### config.mk
export PLATFORM = sky130hd
export DESIGN_NAME = hilo_mdu_flat
export DESIGN_NICKNAME = d
export VERILOG_FILES = /design/src/rtl/hilo_mdu_if.sv /design/src/rtl/hilo_mdu.sv /design/src/flat_wrapper.sv
export SDC_FILE = /design/constraint.sdc
export NUM_CORES = 1
export LEC_CHECK = 0
export BUFFER_PORTS_ARGS = -buffer_cell sky130_fd_sc_hd__buf_2
export CORE_MARGIN = 3
export CORE_UTILIZATION = 50
export CTS_BUF_LIST = sky130_fd_sc_hd__clkbuf_8
export CTS_CLUSTER_SIZE = 28
export DETAILED_ROUTE_END_ITERATION = 16
export GPL_TIMING_DRIVEN = 1
export PLACE_DENSITY = 0.85
export SYNTH_ARGS = -nofsm -noshare
export SYNTH_HDL_FRONTEND = slang
export SYNTH_SLANG_ARGS = --single-unit
### constraint.sdc
create_clock -name clk -period 3.5 [get_ports clk]
set_input_delay 0.175 -clock clk [delete_from_list [all_inputs] [get_ports clk]]
set_output_delay 0.175 -clock clk [all_outputs]
set_load 0.05 [all_outputs]
### src/rtl/hilo_mdu_if.sv
// rtl/hilo_mdu_if.sv - core-side bundle for the HI/LO multiply/divide unit
interface hilo_mdu_if #(
    parameter int WIDTH = 32
);
    logic             start;
    logic [1:0]       op;
    logic [WIDTH-1:0] a;
    logic [WIDTH-1:0] b;
    logic             flush;
    logic             wr_hi;
    logic             wr_lo;
    logic [WIDTH-1:0] wdata;
    logic             busy;
    logic             done;
    logic             div_by_zero;
    logic [WIDTH-1:0] hi;
    logic [WIDTH-1:0] lo;

    modport master (
        output start, op, a, b, flush, wr_hi, wr_lo, wdata,
        input  busy, done, div_by_zero, hi, lo
    );

    modport slave (
        input  start, op, a, b, flush, wr_hi, wr_lo, wdata,
        output busy, done, div_by_zero, hi, lo
    );
endinterface

### src/rtl/hilo_mdu.sv
// rtl/hilo_mdu.sv - iterative MULT/MULTU/DIV/DIVU unit owning the HI/LO registers
module hilo_mdu #(
    parameter int WIDTH = 32,
    parameter int CNT_W = $clog2(WIDTH + 1)
) (
    input  logic      clk,
    input  logic      reset,
    hilo_mdu_if.slave bus
);
    typedef enum logic [1:0] {IDLE, RUN, FIX} state_t;

    localparam logic [CNT_W-1:0] CNT_INIT = CNT_W'(WIDTH);
    localparam logic [CNT_W-1:0] CNT_ONE  = CNT_W'(1);

    state_t           state;
    logic [CNT_W-1:0] cnt;
    logic             is_div;
    logic             res_neg;
    logic             rem_neg;
    logic             dz;
    logic [WIDTH-1:0] opnd;
    logic [WIDTH-1:0] acc_hi;
    logic [WIDTH-1:0] acc_lo;
    logic [WIDTH-1:0] hi_q;
    logic [WIDTH-1:0] lo_q;
    logic             busy_q;
    logic             done_q;
    logic             dbz_q;

    logic             is_signed;
    logic             a_neg;
    logic             b_neg;
    logic [WIDTH-1:0] a_mag;
    logic [WIDTH-1:0] b_mag;

    // Multiply step: acc_hi accumulates, acc_lo holds the multiplier shifting out LSB-first
    logic [WIDTH:0]   mul_sum;
    // Divide step: acc_hi is the partial remainder, acc_lo the dividend turning into the quotient
    logic [WIDTH:0]   div_shift;
    logic             div_ge;
    logic [WIDTH-1:0] div_diff;

    logic [2*WIDTH-1:0] prod_fix;
    logic [WIDTH-1:0]   quo_fix;
    logic [WIDTH-1:0]   rem_fix;

    always_comb begin
        is_signed = ~bus.op[0];
        a_neg     = is_signed & bus.a[WIDTH-1];
        b_neg     = is_signed & bus.b[WIDTH-1];
        a_mag     = a_neg ? -bus.a : bus.a;
        b_mag     = b_neg ? -bus.b : bus.b;

        mul_sum   = {1'b0, acc_hi} + (acc_lo[0] ? {1'b0, opnd} : '0);

        div_shift = {acc_hi, acc_lo[WIDTH-1]};
        div_ge    = div_shift >= {1'b0, opnd};
        div_diff  = div_shift[WIDTH-1:0] - opnd;

        prod_fix  = res_neg ? -{acc_hi, acc_lo} : {acc_hi, acc_lo};
        quo_fix   = res_neg ? -acc_lo : acc_lo;
        rem_fix   = rem_neg ? -acc_hi : acc_hi;
    end

    always_ff @(posedge clk) begin
        if (reset) begin
            state   <= IDLE;
            cnt     <= '0;
            is_div  <= 1'b0;
            res_neg <= 1'b0;
            rem_neg <= 1'b0;
            dz      <= 1'b0;
            opnd    <= '0;
            acc_hi  <= '0;
            acc_lo  <= '0;
            hi_q    <= '0;
            lo_q    <= '0;
            busy_q  <= 1'b0;
            done_q  <= 1'b0;
            dbz_q   <= 1'b0;
        end else begin
            done_q <= 1'b0;
            case (state)
                IDLE: begin
                    if (bus.start && !bus.flush) begin
                        state   <= RUN;
                        cnt     <= CNT_INIT;
                        busy_q  <= 1'b1;
                        dbz_q   <= 1'b0;
                        is_div  <= bus.op[1];
                        res_neg <= a_neg ^ b_neg;
                        rem_neg <= bus.op[1] & a_neg;
                        dz      <= bus.op[1] && (bus.b == '0);
                        opnd    <= bus.op[1] ? b_mag : a_mag;
                        acc_hi  <= '0;
                        acc_lo  <= bus.op[1] ? a_mag : b_mag;
                    end else if (!bus.start) begin
                        if (bus.wr_hi) hi_q <= bus.wdata;
                        if (bus.wr_lo) lo_q <= bus.wdata;
                    end
                end

                RUN: begin
                    if (bus.flush) begin
                        state  <= IDLE;
                        busy_q <= 1'b0;
                    end else begin
                        if (is_div) begin
                            acc_hi <= div_ge ? div_diff : div_shift[WIDTH-1:0];
                            acc_lo <= {acc_lo[WIDTH-2:0], div_ge};
                        end else begin
                            {acc_hi, acc_lo} <= {mul_sum, acc_lo[WIDTH-1:1]};
                        end
                        cnt <= cnt - CNT_ONE;
                        if (cnt == CNT_ONE) state <= FIX;
                    end
                end

                FIX: begin
                    state  <= IDLE;
                    busy_q <= 1'b0;
                    if (!bus.flush) begin
                        done_q <= 1'b1;
                        if (is_div) begin
                            // A zero divisor leaves acc_hi = |a|, so the signed remainder fix restores a
                            hi_q  <= rem_fix;
                            lo_q  <= dz ? '1 : quo_fix;
                            dbz_q <= dz;
                        end else begin
                            hi_q <= prod_fix[2*WIDTH-1:WIDTH];
                            lo_q <= prod_fix[WIDTH-1:0];
                        end
                    end
                end

                default: begin
                    state  <= IDLE;
                    busy_q <= 1'b0;
                end
            endcase
        end
    end

    assign bus.busy        = busy_q;
    assign bus.done        = done_q;
    assign bus.div_by_zero = dbz_q;
    assign bus.hi          = hi_q;
    assign bus.lo          = lo_q;
endmodule
### src/flat_wrapper.sv
// flat-port wrapper written by rule: the top's interface ports become plain ports
module hilo_mdu_flat 
#(
    parameter int WIDTH = 32,
    parameter int CNT_W = $clog2(WIDTH + 1)
)
  (clk, reset, bus_start, bus_op, bus_a, bus_b, bus_flush, bus_wr_hi, bus_wr_lo, bus_wdata, bus_busy, bus_done, bus_div_by_zero, bus_hi, bus_lo);
  hilo_mdu_if #(.WIDTH(WIDTH)) bus_i ();
  input  logic clk;
  input  logic reset;
  input wire logic [$bits(bus_i.start)-1:0] bus_start;
  input wire logic [$bits(bus_i.op)-1:0] bus_op;
  input wire logic [$bits(bus_i.a)-1:0] bus_a;
  input wire logic [$bits(bus_i.b)-1:0] bus_b;
  input wire logic [$bits(bus_i.flush)-1:0] bus_flush;
  input wire logic [$bits(bus_i.wr_hi)-1:0] bus_wr_hi;
  input wire logic [$bits(bus_i.wr_lo)-1:0] bus_wr_lo;
  input wire logic [$bits(bus_i.wdata)-1:0] bus_wdata;
  output wire logic [$bits(bus_i.busy)-1:0] bus_busy;
  output wire logic [$bits(bus_i.done)-1:0] bus_done;
  output wire logic [$bits(bus_i.div_by_zero)-1:0] bus_div_by_zero;
  output wire logic [$bits(bus_i.hi)-1:0] bus_hi;
  output wire logic [$bits(bus_i.lo)-1:0] bus_lo;
  assign bus_i.start = bus_start;
  assign bus_i.op = bus_op;
  assign bus_i.a = bus_a;
  assign bus_i.b = bus_b;
  assign bus_i.flush = bus_flush;
  assign bus_i.wr_hi = bus_wr_hi;
  assign bus_i.wr_lo = bus_wr_lo;
  assign bus_i.wdata = bus_wdata;
  assign bus_busy = bus_i.busy;
  assign bus_done = bus_i.done;
  assign bus_div_by_zero = bus_i.div_by_zero;
  assign bus_hi = bus_i.hi;
  assign bus_lo = bus_i.lo;
  hilo_mdu #(.WIDTH(WIDTH), .CNT_W(CNT_W)) u_core (.clk(clk), .reset(reset), .bus(bus_i));
endmodule
==> results by group <==
Worst setup path
  • Worst Path Buf+Inv: 3
  • Crit Path Max Fanout: 3
  • Startpoint Class: flop
  • Crit-path cells: inv_1, ha_1, inv_1, fa_1, a21oi_2, o211ai_1, a31o_2, a311o_1, a221oi_1, buf_4, o41ai_1, a21oi_1, xor2_1, o211ai_1, a32o_1
  • CP Capture Type: flop
  • CP top delay family: compound AO/OA/AOI/OAI gates
  • CP required: 3.90 ns
  • Critical path's largest stage delay: 0.41 ns
  • Worst Path Arrival: 3.78 ns
  • Crit path max-delay cell type: fa_1
  • Setup CP Type: flop to flop

Yosys
  • Netlist Area Pre-Place: 0.01458 mm^2
  • Fraction of registers with async set/reset: 0%
  • Net Count, Synth: 2201
  • Main synth FF type: dfxtp_1
  • Post-Syn Instances: 2025
  • FF+latch count, synth: 175
  • Register area share after synthesis: 24.02%
  • Syn Area/Cell: 7.202 um^2
  • Number of flops mapped to enable cells by yosys: 0
  • Synth unique cells: 74
  • Yosys warnings: 0

Routing
  • Routed wl met2: 23120 um
  • Wl on met1: 22640 um
  • # DRC: 0
  • Detailed Route Iter0 Violations: 2203
  • Vias: 16249
  • Met3 routed WL: 6059 um
  • DRT Wirelength: 54560 um
  • Vias per Instance: 6.298
  • Final ANT Viol Nets: 0
  • DR pass1 iterations: 8
  • WL/cell: 21.15 um
  • Uppermost layer routed: met4

Final layout
  • Post-route insts no fill: 2580
  • Core Util, Final: 59.14%
  • Fill count: 2663
  • Most common cell after layout, fill and taps aside: nor2_1
  • N_diodes: 0
  • Layout area overhead: 14.52%
  • Most frequent cells in the layout: nor2_1 (257), nand2_1 (210), a21oi_1 (195)
  • Share of layout cells above drive strength 1: 15.58%
  • Fin nets: 2365

Global route
  • Vias in the first global route: 14830
  • Gr usage total: 33.56%
  • Initial antenna violation count: 0
  • Global-route wire length before repair: 82940 um
  • Largest net degree at the start of global routing: 96
  • Gr ovfl total: 0

Floorplanning
  • Core area: 0.02824 mm^2
  • Die area: 0.03125 mm^2
  • Initial Util: 51.64%
  • Die width: 176.8 um
  • Boundary pin count: 171
  • Die H: 176.8 um
  • Placement row count: 61

Clock network
  • Max Buffers Root-to-Sink: 2
  • Clock latency on the worst-skew pair: 0.49 ns
  • H-tree depth: 4
  • TritonCTS buffer count: 17
  • CTS tree: built
  • Clk root buf: clkbuf_8
  • Clk slew on worst S/H paths: 0.13 ns
  • Clock sink count: 175

STA
  • Final worst slack: 0.1193 ns
  • Final setup vio count: 0
  • Setup tns final: 0 ns
  • Final max-slew violation count: 0
  • Crit share post-route: 96.59%
  • Hold_ws: 0.01780 ns
  • Fmax: 295.8 MHz
  • Setup Skew: 0.02617 ns
  • Crit path time final: 3.381 ns
  • Worst slew margin: 30.23%
  • Fin. Hold Viols: 0
  • Unrepaired setup endpoints after global routing: no
  • Slew at the pin closest to its max-slew limit: 1.047 ns

Place
  • Worst slack at placement: 0.07044 ns
  • Placed cell count: 2543
  • I/O Buffers: 170
  • DP HPWL: 42680 um
  • GPL Wtd Cong: 0.9756

Outcome
  • Status: finished clean

Power
  • Power per cell area: 332.3 mW/mm^2
  • VDD IR max: 0.0002313 V
  • Lkg Pwr: 0.007074 uW

Run
  • Max-cap violation count: 0

Worst hold path
  • Hold Crit Class: input port to flop
[where the power goes]
group / leakage [uW] / internal, uW / switching, uW
sequential: 0.00143 / 2100 / 99.6
combinational: 0.00544 / 645 / 1190
clock: 0.000203 / 562 / 950
[path summary, 6_finish.rpt]
| check | start | to | slack [ns] | cells past startpoint |
|---|---|---|---|---|
| min | bus_wdata[18] | u_core.bus.lo[18] | 0.02 | 3 |
| max reg2reg | u_core.acc_lo[31] | u_core.acc_hi[30] | 0.12 | 15 |
| max | u_core.acc_lo[31] | u_core.acc_hi[30] | 0.12 | 15 |
| min reg2reg | u_core.opnd[16] | u_core.opnd[16] | 0.46 | 2 |
[routing by layer]
metal,up-vias,track usage [%]
li1,7602,-
met1,7510,46.87
met2,1000,50.27
met3,137,6.027
met4,0,15.38
met5,-,0
[metrics by stage]
step                      cell area (um^2)  power, uW
after detailed placement             16210       4013
after CTS                            16650       5486
final                                16700       5550
after floorplan                      14580       3410
after global routing                 16700       5769
after global placement               16210       3983
[worst min-delay path: cells and delay by family]
kind	cells	cell delay (ns)
AO/OA/AOI/OAI	1	0.10
buffers and inverters	1	0.09
AND/OR/NAND/NOR	1	0.11
[cell usage after synthesis, drive strengths merged, types with 14 or more instances]
library cell / number / area (um^2)
nand3: 35 / 187.7
mux2i: 55 / 550.5
a22oi: 18 / 135.1
o211ai: 27 / 202.7
nor2: 260 / 992.2
nand2: 210 / 788.3
nor3: 62 / 310.3
or3: 21 / 131.4
clkbuf: 113 / 424.2
nor4: 19 / 118.9
buf: 18 / 85.08
ha: 70 / 875.8
a211oi: 51 / 382.9
a21o: 39 / 292.8
inv: 69 / 259.0
a21oi: 198 / 994.7
o31ai: 25 / 206.5
nor2b: 19 / 118.9
xor2: 87 / 762.0
nand2b: 23 / 143.9
dfxtp: 175 / 3503
a311oi: 30 / 262.8
and2: 14 / 87.58
o21ai: 140 / 700.7
xnor2: 86 / 753.2
[sequential cells by signal, summed over array words and instances (netlist names)]
register,flops
u_core.bus.div_by_zero,1
u_core.bus.busy,1
u_core.res_neg,1
u_core.acc_hi,32
u_core.is_div,1
u_core.bus.done,1
u_core.rem_neg,1
u_core.opnd,32
u_core.cnt,6
u_core.bus.hi,32
u_core.acc_lo,32
u_core.bus.lo,32
u_core.state,2
u_core.dz,1
[layout make-up]
type	count	area, um^2	share of cell area, %
Clock buffer	18	247.7	1.483
Clock inverter	14	161.4	0.9664
Inverter	69	259.0	1.551
Multi-Input combinational cell	1650	10370	62.09
Sequential cell	175	3505	20.98
Tap cell	378	473.0	2.832
Timing Repair Buffer	276	1685	10.09
[cell families after synthesis]
logic type	share of synthesized area [%]
flip-flops	24.02
AO/OA/AOI/OAI	27.63
adder cells (fa/ha/maj)	6.280
multiplexers	4.007
buffers and inverters	5.268
XOR/XNOR	10.39
AND/OR/NAND/NOR	22.41
[repair_timing]
item / 4_1_cts / 5_1_grt
hold buffers: 3 / 0
setup buffers: 0 / 2
endpoints found under the hold margin: 3 / 0
setup endpoints to repair: 0 / 14
gates resized for setup: 0 / 12
(Power assumes the default switching activity.)
